$ cat src/rtl/adder_error_pkg.sv
// Shared definitions for the approximate-adder error monitor.
//   mon_state_t : run-control states of the monitor FSM
//   *_DEF       : default adder width, fraction bits and sample-counter width
//   ed_sum_w    : width of the absolute-error accumulator (never overflows)
//   red_sum_w   : width of the relative-error accumulator (never overflows)
//   div_cycles  : cycles spent per relative-error division (one quotient bit each)
package adder_error_pkg;

  typedef enum logic [1:0] {
    ST_IDLE,
    ST_ACCEPT,
    ST_DIVIDE,
    ST_DONE
  } mon_state_t;

  localparam int N_DEF     = 16;
  localparam int FRAC_DEF  = 16;
  localparam int CNT_W_DEF = 32;

  function automatic int ed_sum_w(input int n, input int cnt_w);
    return n + cnt_w;
  endfunction

  function automatic int red_sum_w(input int n, input int frac, input int cnt_w);
    return n + frac + cnt_w;
  endfunction

  function automatic int div_cycles(input int n, input int frac);
    return n + frac;
  endfunction

  localparam int ED_SUM_W_DEF   = ed_sum_w(N_DEF, CNT_W_DEF);
  localparam int RED_SUM_W_DEF  = red_sum_w(N_DEF, FRAC_DEF, CNT_W_DEF);
  localparam int DIV_CYCLES_DEF = div_cycles(N_DEF, FRAC_DEF);

endpackage

$ cat src/rtl/error_ratio_divider.sv
// Sequential restoring divider producing floor(dividend / divisor).
// One quotient bit per cycle; a run takes div_cycles(N, FRAC) cycles after
// the start edge. quotient is valid only in the cycle where done is high
// (it already contains the final bit computed in that cycle).
//   clk, rst_n : clock, asynchronous active-low reset
//   start      : load operands and begin a division (ignored while running)
//   dividend   : N+FRAC-bit numerator (ED scaled by 2^FRAC)
//   divisor    : N-bit nonzero denominator
//   quotient   : N+FRAC-bit result, qualified by done
//   done       : one-cycle pulse on the final division step
module error_ratio_divider
  import adder_error_pkg::*;
#(
  parameter int N    = N_DEF,
  parameter int FRAC = FRAC_DEF
) (
  input  logic                  clk,
  input  logic                  rst_n,
  input  logic                  start,
  input  logic [N+FRAC-1:0]     dividend,
  input  logic [N-1:0]          divisor,
  output logic [N+FRAC-1:0]     quotient,
  output logic                  done
);

  localparam int DW = div_cycles(N, FRAC);
  localparam int CW = $clog2(DW + 1);

  logic          active;
  logic [CW-1:0] bit_cnt;
  logic [N-1:0]  rem;
  logic [N-1:0]  dsr;
  // Dividend bits shift out of the top while quotient bits shift in below.
  logic [DW-1:0] dq;

  logic [N:0]    rem_sh;
  logic [N:0]    rem_sub;
  logic          q_bit;
  logic [N-1:0]  rem_nxt;

  always_comb begin
    rem_sh   = {rem, dq[DW-1]};
    rem_sub  = rem_sh - {1'b0, dsr};
    q_bit    = (rem_sh >= {1'b0, dsr});
    // Remainder stays below the divisor, so it always fits in N bits.
    rem_nxt  = q_bit ? rem_sub[N-1:0] : rem_sh[N-1:0];
    quotient = {dq[DW-2:0], q_bit};
    done     = active && (bit_cnt == CW'(DW - 1));
  end

  always_ff @(posedge clk or negedge rst_n) begin
    if (!rst_n) begin
      active  <= 1'b0;
      bit_cnt <= '0;
    end else if (start && !active) begin
      active  <= 1'b1;
      bit_cnt <= '0;
    end else if (active) begin
      active  <= !done;
      bit_cnt <= bit_cnt + 1'b1;
    end
  end

  always_ff @(posedge clk) begin
    if (start && !active) begin
      rem <= '0;
      dsr <= divisor;
      dq  <= dividend;
    end else if (active) begin
      rem <= rem_nxt;
      dq  <= quotient;
    end
  end

endmodule

$ cat src/rtl/adder_error_monitor.sv
// Error-characterization engine for approximate adders. Consumes
// (approx, exact) sum pairs for a programmed number of samples and
// accumulates the raw terms for ER, MED, max error and MRED.
//   clk, rst_n   : clock, asynchronous active-low reset
//   start        : begin a run (only honoured in IDLE); clears all results
//   num_samples  : pairs per run, captured on an accepted start
//   in_valid     : pair available; in_ready : monitor accepting (ACCEPT only)
//   approx_sum   : approximate adder output; exact_sum : exact sum mod 2^N
//   busy         : run in progress (ACCEPT or DIVIDE); done : end-of-run pulse
//   sample_count : pairs consumed;         err_count   : pairs with approx!=exact
//   ed_sum       : sum of |approx-exact|;  ed_max      : max |approx-exact|
//   valid_count  : pairs with exact!=0;    red_sum     : sum of floor(ED*2^FRAC/exact)
module adder_error_monitor
  import adder_error_pkg::*;
#(
  parameter int N     = N_DEF,
  parameter int FRAC  = FRAC_DEF,
  parameter int CNT_W = CNT_W_DEF
) (
  input  logic                                clk,
  input  logic                                rst_n,
  input  logic                                start,
  input  logic [CNT_W-1:0]                    num_samples,
  input  logic                                in_valid,
  output logic                                in_ready,
  input  logic [N-1:0]                        approx_sum,
  input  logic [N-1:0]                        exact_sum,
  output logic                                busy,
  output logic                                done,
  output logic [CNT_W-1:0]                    sample_count,
  output logic [CNT_W-1:0]                    err_count,
  output logic [ed_sum_w(N, CNT_W)-1:0]       ed_sum,
  output logic [N-1:0]                        ed_max,
  output logic [CNT_W-1:0]                    valid_count,
  output logic [red_sum_w(N, FRAC, CNT_W)-1:0] red_sum
);

  localparam int QW = div_cycles(N, FRAC);

  mon_state_t       state;
  mon_state_t       state_nxt;
  logic [CNT_W-1:0] num_q;

  logic             xfer;
  logic [N-1:0]     ed;
  logic             launch;
  logic [CNT_W-1:0] cnt_inc;
  logic             last_xfer;
  logic [QW-1:0]    div_quot;
  logic             div_done;

  always_comb begin
    xfer      = (state == ST_ACCEPT) && in_valid;
    ed        = (approx_sum >= exact_sum) ? (approx_sum - exact_sum)
                                          : (exact_sum - approx_sum);
    launch    = xfer && (exact_sum != '0) && (ed != '0);
    cnt_inc   = sample_count + 1'b1;
    last_xfer = (cnt_inc == num_q);
  end

  always_comb begin
    state_nxt = state;
    case (state)
      ST_IDLE:   if (start) state_nxt = (num_samples == '0) ? ST_DONE : ST_ACCEPT;
      ST_ACCEPT: if (xfer) begin
                   if (launch)         state_nxt = ST_DIVIDE;
                   else if (last_xfer) state_nxt = ST_DONE;
                 end
      // sample_count already includes the pair being divided.
      ST_DIVIDE: if (div_done) state_nxt = (sample_count == num_q) ? ST_DONE : ST_ACCEPT;
      ST_DONE:   state_nxt = ST_IDLE;
      default:   state_nxt = ST_IDLE;
    endcase
  end

  // Control: state and registered decodes of the next state
  always_ff @(posedge clk or negedge rst_n) begin
    if (!rst_n) begin
      state    <= ST_IDLE;
      in_ready <= 1'b0;
      busy     <= 1'b0;
      done     <= 1'b0;
      num_q    <= '0;
    end else begin
      state    <= state_nxt;
      in_ready <= (state_nxt == ST_ACCEPT);
      busy     <= (state_nxt == ST_ACCEPT) || (state_nxt == ST_DIVIDE);
      done     <= (state_nxt == ST_DONE);
      if (state == ST_IDLE && start) num_q <= num_samples;
    end
  end

  // Results: cleared on accepted start, updated per transfer / finished divide
  always_ff @(posedge clk or negedge rst_n) begin
    if (!rst_n) begin
      sample_count <= '0;
      err_count    <= '0;
      ed_sum       <= '0;
      ed_max       <= '0;
      valid_count  <= '0;
      red_sum      <= '0;
    end else if (state == ST_IDLE && start) begin
      sample_count <= '0;
      err_count    <= '0;
      ed_sum       <= '0;
      ed_max       <= '0;
      valid_count  <= '0;
      red_sum      <= '0;
    end else begin
      if (xfer) begin
        sample_count <= cnt_inc;
        if (ed != '0)        err_count   <= err_count + 1'b1;
        ed_sum <= ed_sum + {{CNT_W{1'b0}}, ed};
        if (ed > ed_max)     ed_max      <= ed;
        if (exact_sum != '0) valid_count <= valid_count + 1'b1;
      end
      if (state == ST_DIVIDE && div_done)
        red_sum <= red_sum + {{CNT_W{1'b0}}, div_quot};
    end
  end

  error_ratio_divider #(
    .N    (N),
    .FRAC (FRAC)
  ) u_divider (
    .clk      (clk),
    .rst_n    (rst_n),
    .start    (launch),
    .dividend ({ed, {FRAC{1'b0}}}),
    .divisor  (exact_sum),
    .quotient (div_quot),
    .done     (div_done)
  );

endmodule

$ cat config.mk
export PLATFORM = sky130hd
export DESIGN_NAME = adder_error_monitor
export DESIGN_NICKNAME = d
export VERILOG_FILES = /design/src/rtl/adder_error_pkg.sv /design/src/rtl/error_ratio_divider.sv /design/src/rtl/adder_error_monitor.sv
export SDC_FILE = /design/constraint.sdc
export NUM_CORES = 1
export LEC_CHECK = 0
export CAP_MARGIN = 40
export CORE_MARGIN = 10
export CORE_UTILIZATION = 35
export CTS_BUF_LIST = sky130_fd_sc_hd__clkbuf_4
export DETAILED_ROUTE_END_ITERATION = 12
export SYNTH_ARGS = -nofsm -noshare
export SYNTH_HDL_FRONTEND = slang
export SYNTH_SLANG_ARGS = --single-unit
$ cat constraint.sdc
create_clock -name clk -period 7.5 [get_ports clk]
set_clock_uncertainty 0.1 [all_clocks]
set_input_delay 0.75 -clock clk [delete_from_list [all_inputs] [get_ports clk]]
set_output_delay 0.75 -clock clk [all_outputs]
set_load 0.01 [all_outputs]
==> run_results.csv, run 1 <==
group,metric,value,unit
setup_path,cp_slowest_cell,"edfxtp_1",
cts,clk_pin_slew,80,ps
synthesis,synth-seq-cells,332,
power,p_leak,11.6,nW
setup_path,worst_ep_arrival_time,6530,ps
floorplan,num_rows,90,
global_route,grt.overflow.total,0,
power,finalPower,7.35,mW
power,p_per_area,280,nW/µm²
synthesis,yosysTopAreaCellShare,31.7,%
cts,clkSinkCount,332,
cts,root_buffer,"clkbuf_4",
setup_path,crit_path_max_incr_delay,490,ps
placed_design,place_hpwl,52100,µm
cts,clockBufferDepth,3,
setup_path,regToRegSetupSlack,1560,ps
global_route,grt_pass1_wl,110000,µm
floorplan,start_util,35.2,%
cts,cts_buffers,100,
finish,syn2layout_area_growth,23.9,%
placed_design,place_ws,853,ps
floorplan,die_w,266,µm
timing,drv_slew,0,
flow_run,cap_violations,0,
timing,fmax,0.168,GHz
drt,drc,0,
drt,avgViaCountPerCell,5.38,
global_route,antenna_found_initial,2,
drt,vias,19130,
drt,routedWlPerCell,19.8,µm
drt,final_antenna_net_count,0,
synthesis,synth_ff_type,"dfrtp_1",
finish,stdcell_count,3558,
synthesis,syn_area_per_cell,8.84,µm²
power,p_switching,2.96,mW
cts,clk_latency,860,ps
timing,rsz0062_at_grt,"no",
setup_path,worstSetupPathType,"flip-flop to flip-flop",
timing,finalHoldViolCount,0,
power,seqPwrFrac,34.3,%
timing,finalCritPeriodShare,79.3,%
setup_path,crit_required,8090,ps
cts,cts_tree,"done",
setup_path,path_cells,"inv_1, ha_1, nor2b_1, o2111ai_1, a31oi_1, a31o_2, a221o_1, and3_1, o21ai_0, nand2_1, ha_1, fa_1, a21o_1, a21oi_1, o21bai_1, a211oi_1, or3_1, a21oi_1, o31ai_2, buf_4, nor4b_1, xnor2_1, nor2_1",
placed_design,gp_congestion,0.914,
hold_path,hold_class,"input pin to flip-flop",
global_route,use_met3,5.89,%
synthesis,synthCells,2392,
power,p_clk_share,24.9,%
finish,nets,2891,
floorplan,die_y,266,µm
setup_path,start_kind,"flip-flop",
global_route,grt_max_degree,112,
timing,setup_slack,1560,ps
global_route,met1_usage,24.2,%
synthesis,synth-edff-count,32,
power,internal-power,4.39,mW
synthesis,synth.net_count,2585,
power,p_comb_share,40.7,%
timing,setup_viol,0,
power,swShare,40.3,%
placed_design,dpl_cell_area,24900,µm²
synthesis,ys_async_sr_fraction,80.7,%
timing,worst_slew_margin_rel,34.9,%
cts,cts_setup_buffers,0,
synthesis,synthTopCellsByArea,"dfrtp_1 (32%), ha_1 (7.1%), nand2_1 (5.6%)",
timing,period_needed,5940,ps
synthesis,synth.distinct_cells,93,
drt,drt_iter0_markers,1177,
synthesis,syn-cell-area,21200,µm²
global_route,busiest_layer,"met2",
drt,drt_pass1_iterations,7,
placed_design,port_buffers,294,
finish,n_fill_cell,5975,
timing,fin_setup_tns,0,ps
synthesis,ys_warn_count,0,
floorplan,coreArea,60100,µm²
synthesis,synth_top_cell_by_area,"dfrtp_1",
finish,stdcell_area,26200,µm²
global_route,first_global_vias,19161,
floorplan,boundaryPins,295,
placed_design,dp_cells,3377,
synthesis,seq_area_frac_synth,39.3,%
power,peakVddDrop,0.161,mV
global_route,grtUsageMet2,31.6,%
timing,worst_pin_slew,968,ps
global_route,grtUsageTotal,19.5,%
finish,drive_above_1_share,8.87,%
cts,htreeDepth,3,
drt,wl,70300,µm
setup_path,path_max_fanout,17,
run_status,run_status,"completed",
floorplan,die_area,70700,µm²
setup_path,crit_path_end_kind,"flip-flop",
==> per-stage QoR <==
stage	util [%]	hold slack, ps
floorplan	-	341
global route	43.6	292
finish	43.6	349
global placement	41.3	352
CTS	43.6	264
detailed placement	41.4	360
==> routing by layer <==
metal	part of all wire, %	vias to the layer above
met3	7.1	124
li1	-	9221
met5	0.010	-
met2	46	505
met4	3.1	2
met1	43	9278
==> timing repair <==
action	in CTS	in global routing
resized for setup	0	0
hold endpoints to repair	99	0
hold buffers	1	0
==> path summary, 6_finish.rpt <==
kind / from / to / depth (start not counted)
setup / recovery: u_divider.dsr[1] / red_sum[56] / 23
hold / removal: num_samples[18] / num_q[18] / 3
setup reg to reg: u_divider.dsr[1] / red_sum[56] / 23
hold reg to reg: u_divider.dq[5] / u_divider.dq[5] / 2
max in group asynchronous: rst_n / sample_count[0] / 3
min in group asynchronous: rst_n / num_q[16] / 2
==> placed cells by master (no fill, tap or decap), types with 24 or more instances in the layout <==
master	netlist	final
nand2_1	315	315
clkdlybuf4s50_1	0	293
dfrtp_1	268	267
nor2_1	176	173
clkbuf_4	0	148
o21ai_0	135	135
nand3_1	134	134
inv_1	123	123
ha_1	120	120
xnor2_1	105	105
a21oi_1	91	91
xor2_1	83	83
nand4_1	57	57
a21o_1	52	52
mux2i_1	52	52
and3_1	44	44
o31ai_1	42	41
nor4_1	40	40
dfxtp_1	32	32
edfxtp_1	32	32
nor3_1	29	29
nand2b_1	27	26
or3_1	25	25
o211ai_1	24	24
==> layout make-up <==
class                   instances  area [µm²]  share of cell area, %
multi-input cells            1817       11900                   45.5
clock inverters                30         188                  0.716
well taps                     782         978                   3.73
clock buffers                 148        1110                   4.24
repair buffers                323        3220                   12.3
inverters                     124         465                   1.78
flip-flops and latches        332        8310                   31.7
diodes                          2        5.00                 0.0191
==> synth_stat cells, types with 12 or more instances <==
library cell / count
mux2i_1: 52
buf_2: 17
o31ai_1: 42
nand2_1: 315
inv_1: 123
nor2b_1: 18
a211oi_1: 14
dfrtp_1: 268
and3_1: 44
xor2_1: 83
or3_1: 25
and2_1: 15
nor4b_1: 12
xnor2_1: 105
nor4_1: 40
edfxtp_1: 32
nand4_1: 57
nand3_1: 134
or4_1: 21
o21ai_0: 135
a21oi_1: 91
nand2b_1: 27
ha_1: 120
a21o_1: 52
nor2_1: 176
nor3_1: 29
dfxtp_1: 32
o211ai_1: 24
clkbuf_1: 86
a22o_1: 12
o21a_1: 17
==> state kept, by name (all words and copies together) (netlist names) <==
register / count
valid_count: 32
err_count: 32
ed_max: 16
state: 2
u_divider.dq: 32
red_sum: 64
in_ready: 1
ed_sum: 48
sample_count: 32
u_divider.rem: 16
u_divider.dsr: 16
done: 1
u_divider.active: 1
u_divider.bit_cnt: 6
num_q: 32
busy: 1
==> power by group through the flow <==
stage / Clock (mW) / Combinational [mW] / Sequential (mW)
after floorplan: 0 / 2.03 / 2.46
after global placement: 0 / 2.89 / 2.54
after detailed placement: 0 / 2.98 / 2.55
after CTS: 1.90 / 2.99 / 2.52
after global routing: 2.00 / 3.33 / 2.57
final: 1.83 / 2.99 / 2.52
==> critical path, delay by kind of cell (launching register included) <==
family	cells	cell delay, ps
buffers and inverters	2	350
AND/OR/NAND/NOR	6	880
adder cells (fa/ha/maj)	3	970
flip-flops	1	490
XOR/XNOR	1	170
AO/OA/AOI/OAI	11	2840
==> kinds of logic (layout without fill, tap and decap cells) <==
kind of cell	Yosys count	after routing	share of synthesized area [%]
buffers and inverters	243	625	4.54
multiplexers	55	55	2.62
adder cells (fa/ha/maj)	125	125	7.57
AND/OR/NAND/NOR	956	956	22.4
other	0	2	0
flip-flops	332	332	39.3
XOR/XNOR	189	189	7.86
AO/OA/AOI/OAI	492	492	15.8
Power figures use the tool's default switching activity.
==> inputs of run 2 (changes only) <==
==> constraint.sdc (replaced) <==
create_clock -name clk -period 6.2 [get_ports clk]
set_clock_uncertainty 0.1 [all_clocks]
set_input_delay 0.62 -clock clk [delete_from_list [all_inputs] [get_ports clk]]
set_output_delay 0.62 -clock clk [all_outputs]
set_load 0.01 [all_outputs]
==> run 2 against run 1 <==
  * Routed wire length shrank 0.59%
  * First-iteration DRC count fell by 3.5%
  * Critical path type unchanged
  * Via count grew 0.33%
  * Combinational power rose by 23%
  * Die area unchanged
  * Sequential share of layout area is 0.24 points lower
  * Sequential power increased by 21%
  * Largest power group unchanged
  * Total power up 21%
  * Utilization rose by 0.34 points
  * Flip-flop and latch count stayed put
  * Non-clock buffer count rose by 21
  * Hold slack got worse by 150 ps
==> run_results.csv, run 2 (synthesis gave the netlist of run 1 again) <==
group,metric,value,unit
global_route,grt.overflow.total,0,
timing,fin_hold_ws,201,ps
cts,clockBufferDepth,3,
global_route,grt_pass1_wl,110000,µm
run_status,run_status,"completed",
finish,final_cell_mix,"nand2_1 (315), clkdlybuf4s50_1 (293), dfrtp_1 (267)",
cts,clk_latency,880,ps
placed_design,port_buffers,294,
power,finalPower,8.91,mW
cts,clkSinkCount,332,
drt,routedWlPerCell,19.5,µm
global_route,grt_max_degree,113,
hold_path,hold_class,"input pin to flip-flop",
floorplan,num_rows,90,
setup_path,path_max_fanout,17,
setup_path,worstSetupPathType,"flip-flop to flip-flop",
timing,fin_setup_tns,0,ps
timing,worst_pin_slew,911,ps
timing,finalCritPeriodShare,93.6,%
power,peakVddDrop,0.141,mV
global_route,antenna_found_initial,3,
finish,drive_above_1_share,9.64,%
finish,reg.largest.list,"red_sum x64, ed_sum x48",
floorplan,coreArea,60100,µm²
floorplan,die_y,266,µm
cts,htreeDepth,3,
drt,drt_pass1_iterations,5,
global_route,grtUsageTotal,19.4,%
cts,root_buffer,"clkbuf_4",
timing,period_needed,5800,ps
placed_design,place_hpwl,52400,µm
finish,syn2layout_area_growth,24.9,%
timing,fmax,0.172,GHz
global_route,first_global_vias,19482,
drt,final_antenna_net_count,0,
flow_run,cap_violations,0,
drt,drt_iter0_markers,1136,
floorplan,die_area,70700,µm²
setup_path,worst_ep_arrival_time,6390,ps
finish,seq_area,8310,µm²
drt,drc,0,
finish,fin_util,43.9,%
drt,avgViaCountPerCell,5.35,
floorplan,die_w,266,µm
timing,drv_slew,0,
setup_path,start_kind,"flip-flop",
setup_path,crit_path_end_kind,"flip-flop",
cts,cts_buffers,99,
setup_path,crit_required,6790,ps
cts,cts_tree,"done",
cts,clk_pin_slew,60,ps
floorplan,boundaryPins,295,
finish,nets,2911,
power,p_leak,11.7,nW
finish,multi_input_area,11900,µm²
drt,wl,69900,µm
floorplan,start_util,35.2,%
finish,final_common_cell,"nand2_1",
timing,setup_viol,0,
timing,finalHoldViolCount,0,
finish,regMostFlops,"red_sum",
finish,n_fill_cell,5983,
finish,largest_reg_flops,64,
drt,vias,19193,
timing,rsz0062_at_grt,"no",
cts,cts_resized,0,
timing,worst_slew_margin_rel,39.3,%
cts,cts_setup_buffers,0,
placed_design,gp_congestion,0.888,
power,p_per_area,337,nW/µm²
run 2: cell types whose count changed in the layout (fill, tap and decap cells not counted), sizes merged:
cell / previous run / this run
buf: 29 / 49
clkinv: 24 / 23
inv: 127 / 126
diode: 2 / 3
clkbuf: 148 / 156
bufinv: 2 / 1
clkinvlp: 1 / 2
run 2: layout make-up:
cell class / count / area share (%)
flip-flops and latches: 332 / 31.5
multi-input cells: 1817 / 45.2
repair buffers: 344 / 12.9
well taps: 782 / 3.70
clock inverters: 28 / 0.554
diodes: 3 / 0.0284
clock buffers: 155 / 4.40
inverters: 124 / 1.76
run 2: stage by stage:
stage	cells	worst slack (ps)	cell area (µm²)
floorplan	2392	206	21200
finish	3585	398	26400
global placement	3393	89.3	25000
global route	3585	19.2	26400
CTS	3581	448	26400
detailed placement	3397	12.4	25100
run 2: where the power goes:
group	leakage, nW	switching, mW	internal [mW]
Clock	0.777	1.03	1.17
Combinational	6.72	2.12	1.54
Sequential	4.24	0.415	2.63
Total	11.7	3.56	5.35
run 2: metal layers:
| layer | routed length [µm] | global-route usage (%) |
|---|---|---|
| met4 | 2960 | 9.42 |
| met1 | 29500 | 23.3 |
| met5 | 9 | 0 |
| met2 | 32300 | 31.5 |
| met3 | 5100 | 5.69 |
run 2: worst paths after layout:
check                                      start                to  slack [ps]  cells after the start
max in group asynchronous                  rst_n          num_q[4]        4250                      3
worst min register to register   u_divider.dq[7]   u_divider.dq[8]         350                      2
worst max register to register  u_divider.dsr[5]       red_sum[54]         400                     23
min in group asynchronous                  rst_n  sample_count[27]         280                      2
worst min-delay path             num_samples[12]         num_q[12]         200                      3
worst max-delay path            u_divider.dsr[5]       red_sum[54]         400                     23
run 2: critical path, stage by stage (launching register included):
cell and delay, ps:
edfxtp_1 370, inv_1 60, ha_1 360, or2_2 290
a21oi_1 150, a31oi_1 80, a31o_2 310, a221o_1 390
and3_1 210, o21ai_0 230, nand2_1 120, ha_1 250
fa_1 420, a21o_1 180, a21oi_1 280, o21bai_1 140
a211oi_1 450, or3_1 240, a21oi_1 110, o31ai_2 280
buf_4 280, nor4b_1 100, xnor2_1 170, nor2_1 50
run 2: what timing repair did:
| item | 4_1_cts | 5_1_grt |
|---|---|---|
| hold endpoints to repair | 99 | 0 |
| setup endpoints to repair | 0 | 0 |
| hold buffers | 1 | 0 |
==> inputs of run 3 (changes only) <==
==> constraint.sdc (replaced) <==
create_clock -name clk -period 7.45 [get_ports clk]
set_clock_uncertainty 0.1 [all_clocks]
set_input_delay 0.745 -clock clk [delete_from_list [all_inputs] [get_ports clk]]
set_output_delay 0.745 -clock clk [all_outputs]
set_load 0.01 [all_outputs]
==> run 3 against run 2 <==
  * Setup slack gained 1200 ps
  * Combinational power fell by 17%
  * Critical path depth stayed put
  * Critical endpoint is now red_sum[60]
==> run_results.csv, run 3 (synthesis gave the netlist of run 1 again) <==
group,metric,value,unit
global_route,grt_max_degree,80,
drt,wl,70400,µm
cts,cts_buffers,97,
timing,rsz0062_at_grt,"no",
cts,clk_pin_slew,70,ps
timing,worst_slew_margin_rel,36.6,%
floorplan,die_y,266,µm
global_route,first_global_vias,19378,
finish,final_common_cell,"nand2_1",
cts,cts_tree,"done",
placed_design,port_buffers,294,
global_route,antenna_found_initial,3,
timing,fmax,0.170,GHz
placed_design,gp_congestion,0.909,
setup_path,path_max_fanout,17,
cts,clk_latency,880,ps
placed_design,place_ws,803,ps
finish,nets,2892,
placed_design,dp_cells,3381,
timing,period_needed,5870,ps
global_route,grtUsageTotal,19.4,%
floorplan,start_util,35.2,%
setup_path,worst_ep_arrival_time,6480,ps
setup_path,crit_required,8060,ps
finish,drive_above_1_share,9.11,%
setup_path,crit_start,"u_divider.dsr[1]",
finish,reg.largest.list,"red_sum x64, ed_sum x48",
cts,root_buffer,"clkbuf_4",
drt,avgViaCountPerCell,5.40,
power,p_leak,11.6,nW
timing,fin_setup_tns,0,ps
global_route,grt_pass1_wl,110000,µm
power,p_per_area,280,nW/µm²
timing,setup_slack,1580,ps
setup_path,worstSetupPathType,"flip-flop to flip-flop",
finish,syn2layout_area_growth,24.2,%
drt,final_antenna_net_count,0,
hold_path,hold_class,"input pin to async pin",
drt,drt_pass1_iterations,5,
drt,dr_wl_met3,5250,µm
drt,vias,19264,
cts,cts_resized,0,
drt,drc,0,
placed_design,dpl_cell_area,25000,µm²
setup_path,path_cells,"inv_1, ha_1, nor2b_1, o2111ai_1, a31oi_1, a31o_2, a221o_1, and3_1, o21ai_0, nand2_1, ha_1, fa_1, a21o_1, a21oi_1, o21bai_1, a211oi_1, or3_1, a21oi_1, o31ai_2, buf_4, nor4b_1, xnor2_1, nor2_1",
setup_path,cp_slowest_cell,"edfxtp_1",
floorplan,boundaryPins,295,
floorplan,die_w,266,µm
finish,stdcell_area,26300,µm²
setup_path,r2r_start,"u_divider.dsr[1]",
floorplan,num_rows,90,
drt,met1_length,30000,µm
finish,regMostFlops,"red_sum",
floorplan,die_area,70700,µm²
drt,route.met2.wl,33300,µm
drt,drt_iter0_markers,1051,
setup_path,endpoint,"red_sum[60]",
setup_path,crit_path_max_incr_delay,470,ps
floorplan,coreArea,60100,µm²
timing,finalCritPeriodShare,78.9,%
finish,fin_util,43.7,%
setup_path,start_kind,"flip-flop",
cts,cts_setup_buffers,0,
finish,final_cell_mix,"nand2_1 (315), clkdlybuf4s50_1 (293), dfrtp_1 (267)",
setup_path,reg2reg_depth,23,
cts,clockBufferDepth,3,
setup_path,reg2reg_to,"red_sum[60]",
setup_path,regToRegSetupSlack,1580,ps
setup_path,crit_path_end_kind,"flip-flop",
drt,routedWlPerCell,19.8,µm
global_route,grt.overflow.total,0,
placed_design,place_hpwl,52500,µm
cts,clkSinkCount,332,
finish,stdcell_count,3565,
timing,finalHoldViolCount,0,
run_status,run_status,"completed",
timing,drv_slew,0,
flow_run,cap_violations,0,
cts,htreeDepth,3,
timing,worst_pin_slew,943,ps
finish,largest_reg_flops,64,
drt,dr.max_layer_used,"met4",
timing,setup_viol,0,
power,peakVddDrop,0.141,mV
==> run 3: per-stage QoR <==
step                total power, mW  hold WS [ps]
finish                         7.36           321
global route                   7.92           256
CTS                            7.44           253
detailed placement             5.58           369
global placement               5.46           351
floorplan                      4.51           341
==> run 3: timing repair <==
action / CTS / global route
setup endpoints to repair: 0 / 0
hold buffers: 1 / 0
hold endpoints to repair: 76 / 0
==> run 3: worst min-delay path by stage <==
stage | depth (start not counted) | end | slack, ps
3_3_place_gp | 1 | u_divider.rem[15] | 350
6_report | 2 | sample_count[19] | 320
3_5_place_dp | 1 | u_divider.rem[15] | 370
5_1_grt | 3 | num_q[14] | 260
2_1_floorplan | 1 | u_divider.rem[15] | 340
4_1_cts | 3 | num_q[22] | 250
==> run 3: critical path: cells and delay by family (launching register included) <==
| family | cells | cell delay, ps |
|---|---|---|
| compound gates | 11 | 2820 |
| fa+ha+maj | 3 | 980 |
| simple gates | 6 | 860 |
| flops | 1 | 470 |
| buf+inv | 2 | 350 |
| xor+xnor | 1 | 160 |
==> run 3: layout make-up <==
type / instances / area (µm²)
Fill cell: 5973 / 33900
Multi-Input combinational cell: 1817 / 11900
Sequential cell: 332 / 8310
Timing Repair Buffer: 327 / 3310
Clock buffer: 154 / 1160
Tap cell: 782 / 978
Inverter: 124 / 465
Clock inverter: 23 / 109
Antenna cell: 6 / 15.0
==> run 3: per-layer routing <==
metal | track usage (%) | vias up
li1 | - | 9218
met1 | 23.5 | 9382
met2 | 32.5 | 533
met3 | 5.82 | 131
met4 | 6.50 | 0
met5 | 0 | -
==> run 3: report_power, final <==
part / internal (mW) / switching (mW)
Combinational: 1.27 / 1.76
Sequential: 2.19 / 0.348
Clock: 0.934 / 0.853
